## config.mk

```make
export PLATFORM = sky130hd
export DESIGN_NAME = operand_select_stage
export DESIGN_NICKNAME = d
export VERILOG_FILES = /design/src/rtl/operand_select_stage_pkg.sv /design/src/rtl/operand_select_stage_fwd_resolve.sv /design/src/rtl/operand_select_stage.sv
export SDC_FILE = /design/constraint.sdc
export NUM_CORES = 1
export LEC_CHECK = 0
export BUFFER_PORTS_ARGS = -buffer_cell sky130_fd_sc_hd__buf_2
export CAP_MARGIN = 20
export CORE_MARGIN = 4
export CORE_UTILIZATION = 35
export CTS_CLUSTER_SIZE = 30
export DETAILED_ROUTE_END_ITERATION = 10
export PLACE_DENSITY_LB_ADDON = 0.12
export SLEW_MARGIN = 20
export SYNTH_ARGS = -nofsm -noshare
export SYNTH_HDL_FRONTEND = slang
export SYNTH_HIERARCHICAL = 1
export SYNTH_SLANG_ARGS = --single-unit
```

## constraint.sdc

```tcl
create_clock -name clk -period 2.85 [get_ports clk]
set_clock_uncertainty 0.15 [all_clocks]
set_input_delay 0.285 -clock clk [delete_from_list [all_inputs] [get_ports clk]]
set_output_delay 0.285 -clock clk [all_outputs]
set_load 0.01 [all_outputs]
```

## src/rtl/operand_select_stage_pkg.sv

```systemverilog
// Shared definitions for the operand-select stage: RV32 base opcodes,
// the operand-1 source encoding and opcode-to-usage helpers.
// Optional build macro used by the stage: OPSEL_STALL_CNT_EN.
package operand_select_stage_pkg;

  localparam logic [6:0] OP     = 7'b0110011;
  localparam logic [6:0] OP_IMM = 7'b0010011;
  localparam logic [6:0] LOAD   = 7'b0000011;
  localparam logic [6:0] STORE  = 7'b0100011;
  localparam logic [6:0] BRANCH = 7'b1100011;
  localparam logic [6:0] JAL    = 7'b1101111;
  localparam logic [6:0] JALR   = 7'b1100111;
  localparam logic [6:0] LUI    = 7'b0110111;
  localparam logic [6:0] AUIPC  = 7'b0010111;

  typedef enum logic [1:0] {
    SRC_REG  = 2'd0,
    SRC_PC   = 2'd1,
    SRC_ZERO = 2'd2
  } op1_src_e;

  // Operand-1 source for a given opcode.
  function automatic op1_src_e op1_src_of(input logic [6:0] opc);
    op1_src_e src;
    case (opc)
      JAL, AUIPC, BRANCH, JALR: src = SRC_PC;
      LUI:                      src = SRC_ZERO;
      default:                  src = SRC_REG;
    endcase
    return src;
  endfunction

  // rs1 is read only when operand 1 comes from the register path.
  function automatic logic uses_rs1(input logic [6:0] opc);
    return (op1_src_of(opc) == SRC_REG);
  endfunction

  // rs2 is read by register-register ops, branches (compare) and stores (data).
  function automatic logic uses_rs2(input logic [6:0] opc);
    return (opc == OP) || (opc == BRANCH) || (opc == STORE);
  endfunction

endpackage

```

## src/rtl/operand_select_stage_fwd_resolve.sv

```systemverilog
// Priority forwarding match for one source register. Index 0 is the
// youngest producer and wins over higher indices. x0 never forwards.
module fwd_resolve
  import operand_select_stage_pkg::*;
#(
  parameter int XLEN    = 32,
  parameter int NUM_FWD = 2,
  parameter int REG_AW  = 5
) (
  input  logic [REG_AW-1:0]         addr,
  input  logic [XLEN-1:0]           regval,
  input  logic [NUM_FWD-1:0]        fwd_valid,
  input  logic [NUM_FWD-1:0]        fwd_busy,
  input  logic [NUM_FWD*REG_AW-1:0] fwd_rd,
  input  logic [NUM_FWD*XLEN-1:0]   fwd_data,
  output logic [XLEN-1:0]           value,
  output logic                      busy
);

  logic [NUM_FWD-1:0] hit;

  // Per-producer address match.
  always_comb begin
    hit = '0;
    for (int i = 0; i < NUM_FWD; i++) begin
      hit[i] = fwd_valid[i] && (fwd_rd[i*REG_AW +: REG_AW] == addr) && (addr != '0);
    end
  end

  // Walk from oldest to youngest so the lowest matching index is the one kept;
  // busy follows only the selected producer, so older busy matches are ignored.
  always_comb begin
    value = regval;
    busy  = 1'b0;
    for (int i = NUM_FWD - 1; i >= 0; i--) begin
      if (hit[i]) begin
        value = fwd_data[i*XLEN +: XLEN];
        busy  = fwd_busy[i];
      end
    end
  end

endmodule

```

## src/rtl/operand_select_stage.sv

```systemverilog
// Registered operand-select stage between decode and ALU. Resolves RAW
// hazards against in-flight producers, stalls on load-use and holds the
// selected operands in a one-entry valid/ready register.
// Optional build macro: OPSEL_STALL_CNT_EN adds a saturating stall counter.
module operand_select_stage
  import operand_select_stage_pkg::*;
#(
  parameter int XLEN    = 32,
  parameter int NUM_FWD = 2,
  parameter int REG_AW  = 5
) (
  input  logic                      clk,
  input  logic                      rst_n,
  input  logic                      flush,
  input  logic                      in_valid,
  output logic                      in_ready,
  input  logic [6:0]                opcode,
  input  logic [REG_AW-1:0]         rs1_addr,
  input  logic [REG_AW-1:0]         rs2_addr,
  input  logic [XLEN-1:0]           rs1value,
  input  logic [XLEN-1:0]           rs2value,
  input  logic [XLEN-1:0]           PC,
  input  logic [XLEN-1:0]           imm,
  input  logic [NUM_FWD-1:0]        fwd_valid,
  input  logic [NUM_FWD-1:0]        fwd_busy,
  input  logic [NUM_FWD*REG_AW-1:0] fwd_rd,
  input  logic [NUM_FWD*XLEN-1:0]   fwd_data,
  output logic                      out_valid,
  input  logic                      out_ready,
  output logic [6:0]                out_opcode,
  output logic [XLEN-1:0]           oprand_1,
  output logic [XLEN-1:0]           oprand_2
`ifdef OPSEL_STALL_CNT_EN
  ,
  output logic [31:0]               stall_cnt
`endif
);

  logic [XLEN-1:0] rs1_res;
  logic [XLEN-1:0] rs2_res;
  logic            rs1_busy;
  logic            rs2_busy;
  logic            hazard;
  logic            capture;
  op1_src_e        op1_src;
  logic [XLEN-1:0] op1_next;
  logic [XLEN-1:0] op2_next;

  fwd_resolve #(
    .XLEN    (XLEN),
    .NUM_FWD (NUM_FWD),
    .REG_AW  (REG_AW)
  ) u_rs1 (
    .addr      (rs1_addr),
    .regval    (rs1value),
    .fwd_valid (fwd_valid),
    .fwd_busy  (fwd_busy),
    .fwd_rd    (fwd_rd),
    .fwd_data  (fwd_data),
    .value     (rs1_res),
    .busy      (rs1_busy)
  );

  fwd_resolve #(
    .XLEN    (XLEN),
    .NUM_FWD (NUM_FWD),
    .REG_AW  (REG_AW)
  ) u_rs2 (
    .addr      (rs2_addr),
    .regval    (rs2value),
    .fwd_valid (fwd_valid),
    .fwd_busy  (fwd_busy),
    .fwd_rd    (fwd_rd),
    .fwd_data  (fwd_data),
    .value     (rs2_res),
    .busy      (rs2_busy)
  );

  // Operand muxing and hazard/handshake decode.
  always_comb begin
    op1_src = op1_src_of(opcode);
    case (op1_src)
      SRC_PC:   op1_next = PC;
      SRC_ZERO: op1_next = '0;
      default:  op1_next = rs1_res;
    endcase
    op2_next = (opcode == OP) ? rs2_res : imm;
    hazard   = (uses_rs1(opcode) && rs1_busy) || (uses_rs2(opcode) && rs2_busy);
    in_ready = !hazard && (!out_valid || out_ready);
    capture  = in_valid && in_ready && !flush;
  end

  // Output valid: flush kills, capture fills, a consumed entry drains.
  always_ff @(posedge clk or negedge rst_n) begin
    if (!rst_n) begin
      out_valid <= 1'b0;
    end else if (flush) begin
      out_valid <= 1'b0;
    end else if (capture) begin
      out_valid <= 1'b1;
    end else if (out_ready) begin
      out_valid <= 1'b0;
    end
  end

  // Data registers load only on capture so a stalled entry stays stable.
  always_ff @(posedge clk or negedge rst_n) begin
    if (!rst_n) begin
      out_opcode <= '0;
      oprand_1   <= '0;
      oprand_2   <= '0;
    end else if (capture) begin
      out_opcode <= opcode;
      oprand_1   <= op1_next;
      oprand_2   <= op2_next;
    end
  end

`ifdef OPSEL_STALL_CNT_EN
  // Count cycles where decode offers an instruction but a load-use blocks it.
  always_ff @(posedge clk or negedge rst_n) begin
    if (!rst_n) begin
      stall_cnt <= '0;
    end else if (in_valid && hazard && !flush && (stall_cnt != 32'hFFFF_FFFF)) begin
      stall_cnt <= stall_cnt + 32'd1;
    end
  end
`endif

endmodule

```

# After elaboration in Yosys (flattened, before gate mapping)
# Cells that the tools add are included.
[totals]
register_bits = 72
inputBits = 228
out_inout_bits = 73
[op_classes]
eq_ne = 13
muxes = 14
n_reduce_logical = 25
[ops]
columns = ["cell", "n"]
rows = [
  ["$mux W32", 5],
  ["$pmux W32 S2", 1],
  ["$eq A7 B6 Y1 const B", 3],
  ["$eq A7 B7 Y1 const B", 3],
  ["$eq A5 B5 Y1", 4],
  ["$logic_and A1 B1 Y1", 13],
  ["$reduce_bool A5 Y1", 2],
  ["$eq A7 B5 Y1 const B", 1],
  ["$mux W1", 7],
  ["$logic_or A1 B1 Y1", 4],
  ["$pmux W2 S2", 1],
  ["$reduce_or A4 Y1", 1],
  ["$logic_not A1 Y1", 3],
  ["$reduce_bool A3 Y1", 1],
  ["$eq A2 B1 Y1 const B", 1],
  ["$eq A2 B2 Y1 const B", 1],
  ["$logic_not A2 Y1", 1],
]

# Longest topological paths before layout
# Gate-level depths: netlist of run 1.
[logic_depth]
depth_word = 13
depth_mapped = 11

# Cells and area by module
# Netlist of run 1, hierarchy kept.
[modules_own_cells]
columns = ["mod", "n_inst", "cells_per_inst", "area_each_um2", "seq_area_each_um2"]
rows = [
  ["operand_select_stage", 1, 249, 3925.0, 1801.7],
  ["fwd_resolve", 2, 171, 1007.2, 0.0],
]

# Least setup slack after synthesis of run 1
# Ideal clock, no wire load.
[synth_timing]
path_kind = "in2reg"
start = "input port rs2_addr[2]"
end = "register oprand_1[11]"
setup_ns = 0.125
arrival_ns = 2.757
t_required_ns = 2.575
setup_slack_ns = -0.182
path_stages = 11
path_buffers = 3
cell_sequence = "or4_4 > o211ai_2 > or2_1 > buf_6 > mux2_4 > a21bo_2 > o311a_1 > and3b_1 > buf_6 > buf_6 > mux2_4"
[synth_via]
elab_chain_len = 11
elab_cells_between_ends = 15
[synth_lines]
columns = ["element", "line_no", "source"]
rows = [
  ["start: declaration", "operand_select_stage.sv:19", "input logic [REG_AW-1:0] rs2_addr,"],
  ["$eq A5 B5 Y1", "operand_select_stage_fwd_resolve.sv:26", "hit[i] = fwd_valid[i] && (fwd_rd[i*REG_AW +: REG_AW] == addr) && (addr != '0);"],
  ["$logic_and A1 B1 Y1 (2 in series)", "operand_select_stage_fwd_resolve.sv:26", ""],
  ["$mux W1", "operand_select_stage_fwd_resolve.sv:36", "if (hit[i]) begin"],
  ["$mux W1 *", "operand_select_stage_fwd_resolve.sv:36", ""],
  ["via rs2_busy", "operand_select_stage.sv:42", "logic rs2_busy;"],
  ["$logic_and A1 B1 Y1 *", "operand_select_stage.sv:88", "hazard = (uses_rs1(opcode) && rs1_busy) || (uses_rs2(opcode) && rs2_busy);"],
  ["$logic_or A1 B1 Y1 *", "operand_select_stage.sv:88", ""],
  ["$logic_not A1 Y1 *", "operand_select_stage.sv:89", "in_ready = !hazard && (!out_valid || out_ready);"],
  ["$logic_and A1 B1 Y1 *", "operand_select_stage.sv:89", ""],
  ["via in_ready", "operand_select_stage.sv:16", "output logic in_ready,"],
  ["$logic_and A1 B1 Y1 * (2 in series)", "operand_select_stage.sv:90", "capture = in_valid && in_ready && !flush;"],
  ["end signal: assignment", "operand_select_stage.sv:114", "oprand_1 <= op1_next;"],
  ["end: declaration", "operand_select_stage.sv:31", "output logic [XLEN-1:0] oprand_1,"],
]
# The timed path passes the listed nets; every way through them passes the cells marked *.
# A chain may end at the register's enable or synchronous reset.

# Worst setup path in the final report of run 1
[layout_timing]
start = "input port rs2_addr[2]"
end = "register oprand_1[20]"
[layout_via]
elab_chain_len = 11
elab_cells_between_ends = 15
[layout_lines]
columns = ["element", "line_no"]
rows = [
  ["$eq A5 B5 Y1", "operand_select_stage_fwd_resolve.sv:26"],
  ["$logic_and A1 B1 Y1 (2 in series)", "operand_select_stage_fwd_resolve.sv:26"],
  ["$mux W1", "operand_select_stage_fwd_resolve.sv:36"],
  ["$mux W1 *", "operand_select_stage_fwd_resolve.sv:36"],
  ["via rs2_busy", "operand_select_stage.sv:42"],
  ["$logic_and A1 B1 Y1 *", "operand_select_stage.sv:88"],
  ["$logic_or A1 B1 Y1 *", "operand_select_stage.sv:88"],
  ["$logic_not A1 Y1 *", "operand_select_stage.sv:89"],
  ["$logic_and A1 B1 Y1 *", "operand_select_stage.sv:89"],
  ["$logic_and A1 B1 Y1 * (2 in series)", "operand_select_stage.sv:90"],
]
# Marked as above.

==> impl_metrics.py, run 1 <==
metrics = {
    "clock_tree": {
        "clockBufferDepth": 2,
        "cts_sinks": 72,
        "cts_tree": "built",
        "post_cts_resized": 0,
        "holdBufCountCts": 2,
        "root_buffer": "clkbuf_16",
        "clk_latency_ns": 0.34,
        "clk_transition_reported_paths_ns": 0.07,
        "htreeDepth": 3,
        "cts_made_buffers": 9,
        "cts_setup_buffers": 0,
    },
    "synth": {
        "synth_top_area_frac": 0.303,
        "ys_ff_latch": 72,
        "syn_area_per_cell_um2": 10.0,
        "synth_cells": 591,
        "seq_area_frac_synth": 0.303,
        "synthTopCellsByArea": "dfrtp_1 (30%), mux2_4 (26%), a31oi_1 (6.7%), nand3_1 (5.4%), nor3_1 (5.4%)",
        "synth_area_um2": 5940,
        "yosysMostFrequentCell": "mux2_4",
        "yosysUniqueCellTypes": 37,
        "syn-num-nets": 821,
        "synth-main-ff-cell": "dfrtp_1",
        "yosys_warnings": 6,
        "synth_area_leader_cell": "dfrtp_1",
        "synth_top_cells_by_count": "mux2_4 (101), dfrtp_1 (72), a31oi_1 (64), nand3_1 (64), nor3_1 (64)",
        "synthArstFlopShare": 1.00,
        "synth_edf_count": 0,
    },
    "sta": {
        "whs_ns": 0.0673,
        "setup_violations": 0,
        "setup_tns_ns": 0,
        "rsz0062_at_grt": "false",
        "fmaxAchievable_mhz": 365,
        "drv_slew": 0,
        "fin_crit_sh": 0.960,
        "slew_headroom": 0.345,
        "hold_viol": 0,
        "tightest_slew_ns": 0.983,
        "finalCriticalPeriod_ns": 2.74,
    },
    "worst_setup_path": {
        "crit_path_end_kind": "flop",
        "critPathBufInv": 2,
        "regToRegSetupSlack_ns": 1.02,
        "critPathMaxFanout": 25,
        "worstSetupStartpointType": "primary input",
        "rr_startpoint": "out_valid",
        "max_stage_delay_ns": 0.57,
        "path_common_cell": "mux2_4",
        "cp_top_family": "simple AND/OR/NAND/NOR gates",
        "cpMaxStageDelayCell": "or4_4",
        "worstPathCellList": "buf_2, or4_4, o211a_1, and3_1, mux2_4, a21bo_2, o311a_1, and3b_4, buf_12, mux2_4",
        "worstPathRequired_ns": 2.93,
        "crit_type": "in2reg",
        "rr_worst_depth": 5,
        "reg2reg_to": "oprand_1[20]",
        "cp_data_arrival_time_ns": 2.81,
    },
    "die": {
        "num_rows": 47,
        "die_x_um": 138,
        "core_area_um2": 16600,
        "die_area_um2": 19100,
        "num_io_pins": 301,
        "fp.dieH_um": 138,
        "start_util": 0.358,
    },
    "power": {
        "max-vdd-ir-drop_uv": 289,
        "p_leak_uw": 0.00367,
        "powerDensity_nw_per_um2": 481,
    },
    "global_routing": {
        "gr-usage-met2": 0.418,
        "grt_overflow": 0,
        "grt-busiest-layer": "met2",
        "grt_pass1_wl_um": 36400,
        "antenna_found_initial": 2,
        "grt_use_met3": 0.0445,
        "grt_max_degree": 73,
        "met1_usage": 0.305,
        "grt_pass1_vias": 6402,
        "grt_use_total": 0.240,
    },
    "cells_and_area": {
        "multi_input_area_um2": 3730,
        "fin_nets": 1108,
        "regArea_um2": 1800,
        "stdcell_count": 1105,
        "fill_cells": 1676,
        "area_growth_pct": 33.9,
        "drive_gt1_frac": 0.533,
    },
    "route": {
        "via_per_inst": 5.61,
        "vias": 6195,
        "route.detailed.drc": 0,
        "wl_um": 24200,
        "drt-initial-drc-count": 609,
        "ant_nets": 0,
        "drtPass1Iterations": 5,
        "wl_per_cell_um": 21.9,
    },
    "min_path": {
        "hp-class": "in2reg",
        "holdPathEnd": "out_opcode[1]",
        "min_delay_path_depth": 2,
        "min-delay-start": "opcode[1]",
    },
    "place": {
        "gp_congestion": 0.958,
        "portBuffers": 300,
        "dp_cells": 1085,
        "hpwl_um": 18200,
    },
    "run": {
        "cap_violations": 0,
    },
    "run_status": {
        "outcome": "finished clean",
    },
}
==> layout make-up <==
class	count	share of cell area
tap	220	0.0346
clock inverter	7	0.00786
multi-input combinational	454	0.469
antenna	2	0.000629
timing repair buffer	341	0.233
clock buffer	9	0.0283
sequential	72	0.226
==> worst max-delay path by stage <==
stage,from,end,slack (ns),depth (start not counted)
2_1_floorplan,rs2_addr[2],oprand_1[11],-0.18,11
4_1_cts,rs2_addr[2],oprand_1[20],0.13,10
6_report,rs2_addr[2],oprand_1[20],0.11,10
3_5_place_dp,rs2_addr[2],oprand_2[25],-0.23,10
5_1_grt,rs2_addr[2],oprand_1[14],0.03,10
3_3_place_gp,rs2_addr[2],oprand_2[24],-0.22,10
==> sequential cells by signal (all words and copies together), names as in the netlist <==
signal	count
oprand_1	32
out_opcode	7
out_valid	1
oprand_2	32
==> metal layers <==
metal  up-vias  share of wire
li1       2844              -
met1      2945           0.41
met2       356           0.49
met3        50          0.078
met4         0          0.023
met5         -              0
==> cells in the final DEF, fill, tap and decap left out, drive strengths merged, types with 3 or more instances in the layout <==
cell type	netlist	layout
nor3	64	64
nand4	4	4
dfrtp	72	72
a31oi	64	64
nand2	7	7
o211ai	4	4
xnor2	20	20
clkinv	0	3
buf	34	339
nand3	64	64
o21ai	65	65
inv	0	3
clkbuf	31	9
mux2	105	105
a22o	31	31
==> metrics by stage <==
step / setup slack, ns / util / total power, µW / area (µm²)
final: 0.113 / 0.480 / 3830 / 7960
after global routing: 0.0323 / 0.480 / 4000 / 7960
after CTS: 0.126 / 0.479 / 3850 / 7950
after detailed placement: -0.234 / 0.461 / 2730 / 7640
after global placement: -0.223 / 0.461 / 2710 / 7640
after floorplan: -0.179 / - / 2110 / 5950
==> logic make-up (layout without fill, tap and decap cells) <==
logic type / count (synthesis) / in the layout / share of synthesized area
AOI/OAI and AO/OA: 172 / 172 / 0.188
and+or+nand+nor: 155 / 155 / 0.137
muxes: 105 / 105 / 0.263
DFF: 72 / 72 / 0.303
buffers and inverters: 65 / 357 / 0.0756
xor gates and xnor gates: 20 / 20 / 0.0295
adders and majority gates: 2 / 2 / 0.00421
other: 0 / 2 / 0
==> report_power, final <==
group	internal, µW	switching [µW]	leakage (µW)
Clock	607	506	0.000139
Sequential	1230	130	0.000850
Combinational	716	642	0.00269
No activity file was read; power rests on OpenSTA's default activity.
==> inputs of run 2 (changes only) <==
--- a/config.mk
+++ b/config.mk
@@ -6,7 +6,8 @@
 export NUM_CORES = 1
 export LEC_CHECK = 0
 export BUFFER_PORTS_ARGS = -buffer_cell sky130_fd_sc_hd__buf_2
-export CAP_MARGIN = 20
+export CAP_MARGIN = 0
+export CORE_ASPECT_RATIO = 1.75
 export CORE_MARGIN = 4
 export CORE_UTILIZATION = 35
 export CTS_CLUSTER_SIZE = 30
==> run 2 against run 1 <==
Highest routed layer is now met5. Cell count up 0.63%. Worst hold slack worse by 0.12 ns. Non-clock buffer count unchanged. Total power up 5.3%. The flow now finishes with violations (negative hold slack). Register-to-register slack worse by 0.04 ns. Worst setup slack worse by 0.026 ns.
==> impl_metrics.py, run 2 (synthesis results as in run 1) <==
metrics = {
    "sta": {
        "fmaxAchievable_mhz": 362,
        "worst_slack_ns": 0.0868,
        "tightest_slew_ns": 0.958,
        "fin_crit_sh": 0.970,
        "setup_tns_ns": 0,
        "slew_headroom": 0.361,
        "rsz0062_at_grt": "false",
        "drv_slew": 0,
        "hold_viol": 72,
        "whs_ns": -0.0562,
        "setup_violations": 0,
        "finalCriticalPeriod_ns": 2.76,
    },
    "power": {
        "p_switching_uw": 1260,
        "combPwrFrac": 0.343,
        "p_leak_uw": 0.00370,
        "powerDensity_nw_per_um2": 502,
        "pwr-share-clk": 0.318,
        "seqPwrFrac": 0.339,
        "max-vdd-ir-drop_uv": 240,
        "switching_share": 0.313,
        "p_int_uw": 2770,
    },
    "global_routing": {
        "antenna_found_initial": 6,
        "grt_use_total": 0.264,
        "grt_overflow": 0,
        "grt_max_degree": 73,
        "grt_pass1_vias": 6817,
        "grt_pass1_wl_um": 38600,
    },
    "route": {
        "wl_um": 26300,
        "top_layer": "met5",
        "drt-initial-drc-count": 271,
        "met2_length_um": 13900,
        "vias": 6312,
        "via_per_inst": 5.68,
        "met3WireLength_um": 1560,
        "wl_per_cell_um": 23.7,
        "wl_met1_um": 8900,
        "route.detailed.drc": 0,
        "ant_nets": 0,
        "drtPass1Iterations": 5,
    },
    "min_path": {
        "hp-class": "in2async",
    },
    "worst_setup_path": {
        "worstPathRequired_ns": 2.91,
        "crit_type": "in2reg",
        "critPathMaxFanout": 28,
        "regToRegSetupSlack_ns": 0.98,
        "crit_path_end_kind": "flop",
        "cp_data_arrival_time_ns": 2.83,
        "worstSetupStartpointType": "primary input",
    },
    "cells_and_area": {
        "fin_nets": 1108,
        "drive_gt1_frac": 0.535,
        "final_area_um2": 8030,
        "area_growth_pct": 35.1,
        "final_cell_mix": "buf_2 (298), mux2_4 (101), dfrtp_1 (72)",
        "top_regs": "oprand_1 (32), oprand_2 (32), out_opcode (7)",
        "final_common_cell": "buf_2",
        "stdcell_count": 1112,
    },
    "clock_tree": {
        "root_buffer": "clkbuf_16",
        "holdBufCountCts": 0,
        "cts_made_buffers": 9,
        "clk_latency_ns": 0.33,
        "clk_transition_reported_paths_ns": 0.06,
        "clockBufferDepth": 2,
        "cts_tree": "built",
        "htreeDepth": 3,
        "cts_sinks": 72,
    },
    "place": {
        "gp_congestion": 0.917,
        "dp_cells": 1091,
        "hpwl_um": 19900,
        "preCtsSetupSlack_ns": -0.300,
        "placed_area_um2": 7670,
        "portBuffers": 300,
    },
    "die": {
        "die_area_um2": 19200,
        "fp.dieH_um": 180,
        "num_io_pins": 301,
        "num_rows": 62,
        "core_area_um2": 16500,
        "die_x_um": 106,
        "start_util": 0.359,
    },
    "run_status": {
        "outcome": "finished, violations left",
        "violations": "negative hold slack",
    },
    "run": {
        "cap_violations": 0,
    },
}
-- run 2: cell count changes in the layout (fill, tap and decap cells not counted), sizes merged --
cell         before  now
clkbuf            9   12
inv               3    0
clkinv            3    1
buf             339  341
diode             2    5
bufinv            0    2
dlygate4sd3       2    0
-- run 2: final timing paths --
check | from | to | cells past startpoint
worst max-delay path | rs2_addr[2] | oprand_2[26] | 10
worst min-delay path | rst_n | oprand_2[27] | 1
worst max register to register | out_valid | oprand_2[26] | 5
worst min register to register | oprand_2[15] | oprand_2[15] | 1
max in group asynchronous | rst_n | out_valid | 1
min in group clk | flush | out_valid | 2
-- run 2: power groups by stage --
| stage | sequential (µW) | clock (µW) | combinational, µW |
|---|---|---|---|
| after floorplan | 1450 | 0 | 660 |
| after global placement | 1380 | 0 | 1370 |
| after detailed placement | 1370 | 0 | 1390 |
| after CTS | 1370 | 1310 | 1390 |
| after global routing | 1390 | 1350 | 1470 |
| final | 1370 | 1280 | 1380 |
-- run 2: timing repair --
item | in CTS | in global routing
hold endpoints to repair | 0 | 0
setup buffers | 0 | 0
resized for setup | 0 | 2
setup endpoints to repair | 0 | 29
-- run 2: worst max-delay path, stage by stage --
cell,delay [ns]
buf_6,0.09
or4_4,0.57
o211a_1,0.24
and3_1,0.18
mux2_4,0.26
a21bo_4,0.17
o311a_1,0.16
and3b_4,0.26
buf_12,0.24
mux2_4,0.32
-- run 2: per-layer routing --
layer  global-route usage  vias to the layer above
met4                0.185                        2
met3               0.0459                      103
li1                     -                     2841
met2                0.485                      351
met5                    0                        -
met1                0.264                     3015
-- run 2: cell type report --
type	count	area [µm²]
sequential	72	1800
multi-input combinational	454	3740
timing repair buffer	341	1860
antenna	5	12.5
clock buffer	12	256
clock inverter	4	76.3
fill	1692	8500
tap	224	280
-- run 2: per-stage QoR --
step / utilization / hold slack (ns) / power (µW)
global route: 0.486 / 0.0165 / 4200
CTS: 0.484 / 0.000352 / 4070
detailed placement: 0.464 / 0.337 / 2760
floorplan: - / -0.161 / 2110
finish: 0.486 / -0.0562 / 4030
global placement: 0.464 / 0.343 / 2750
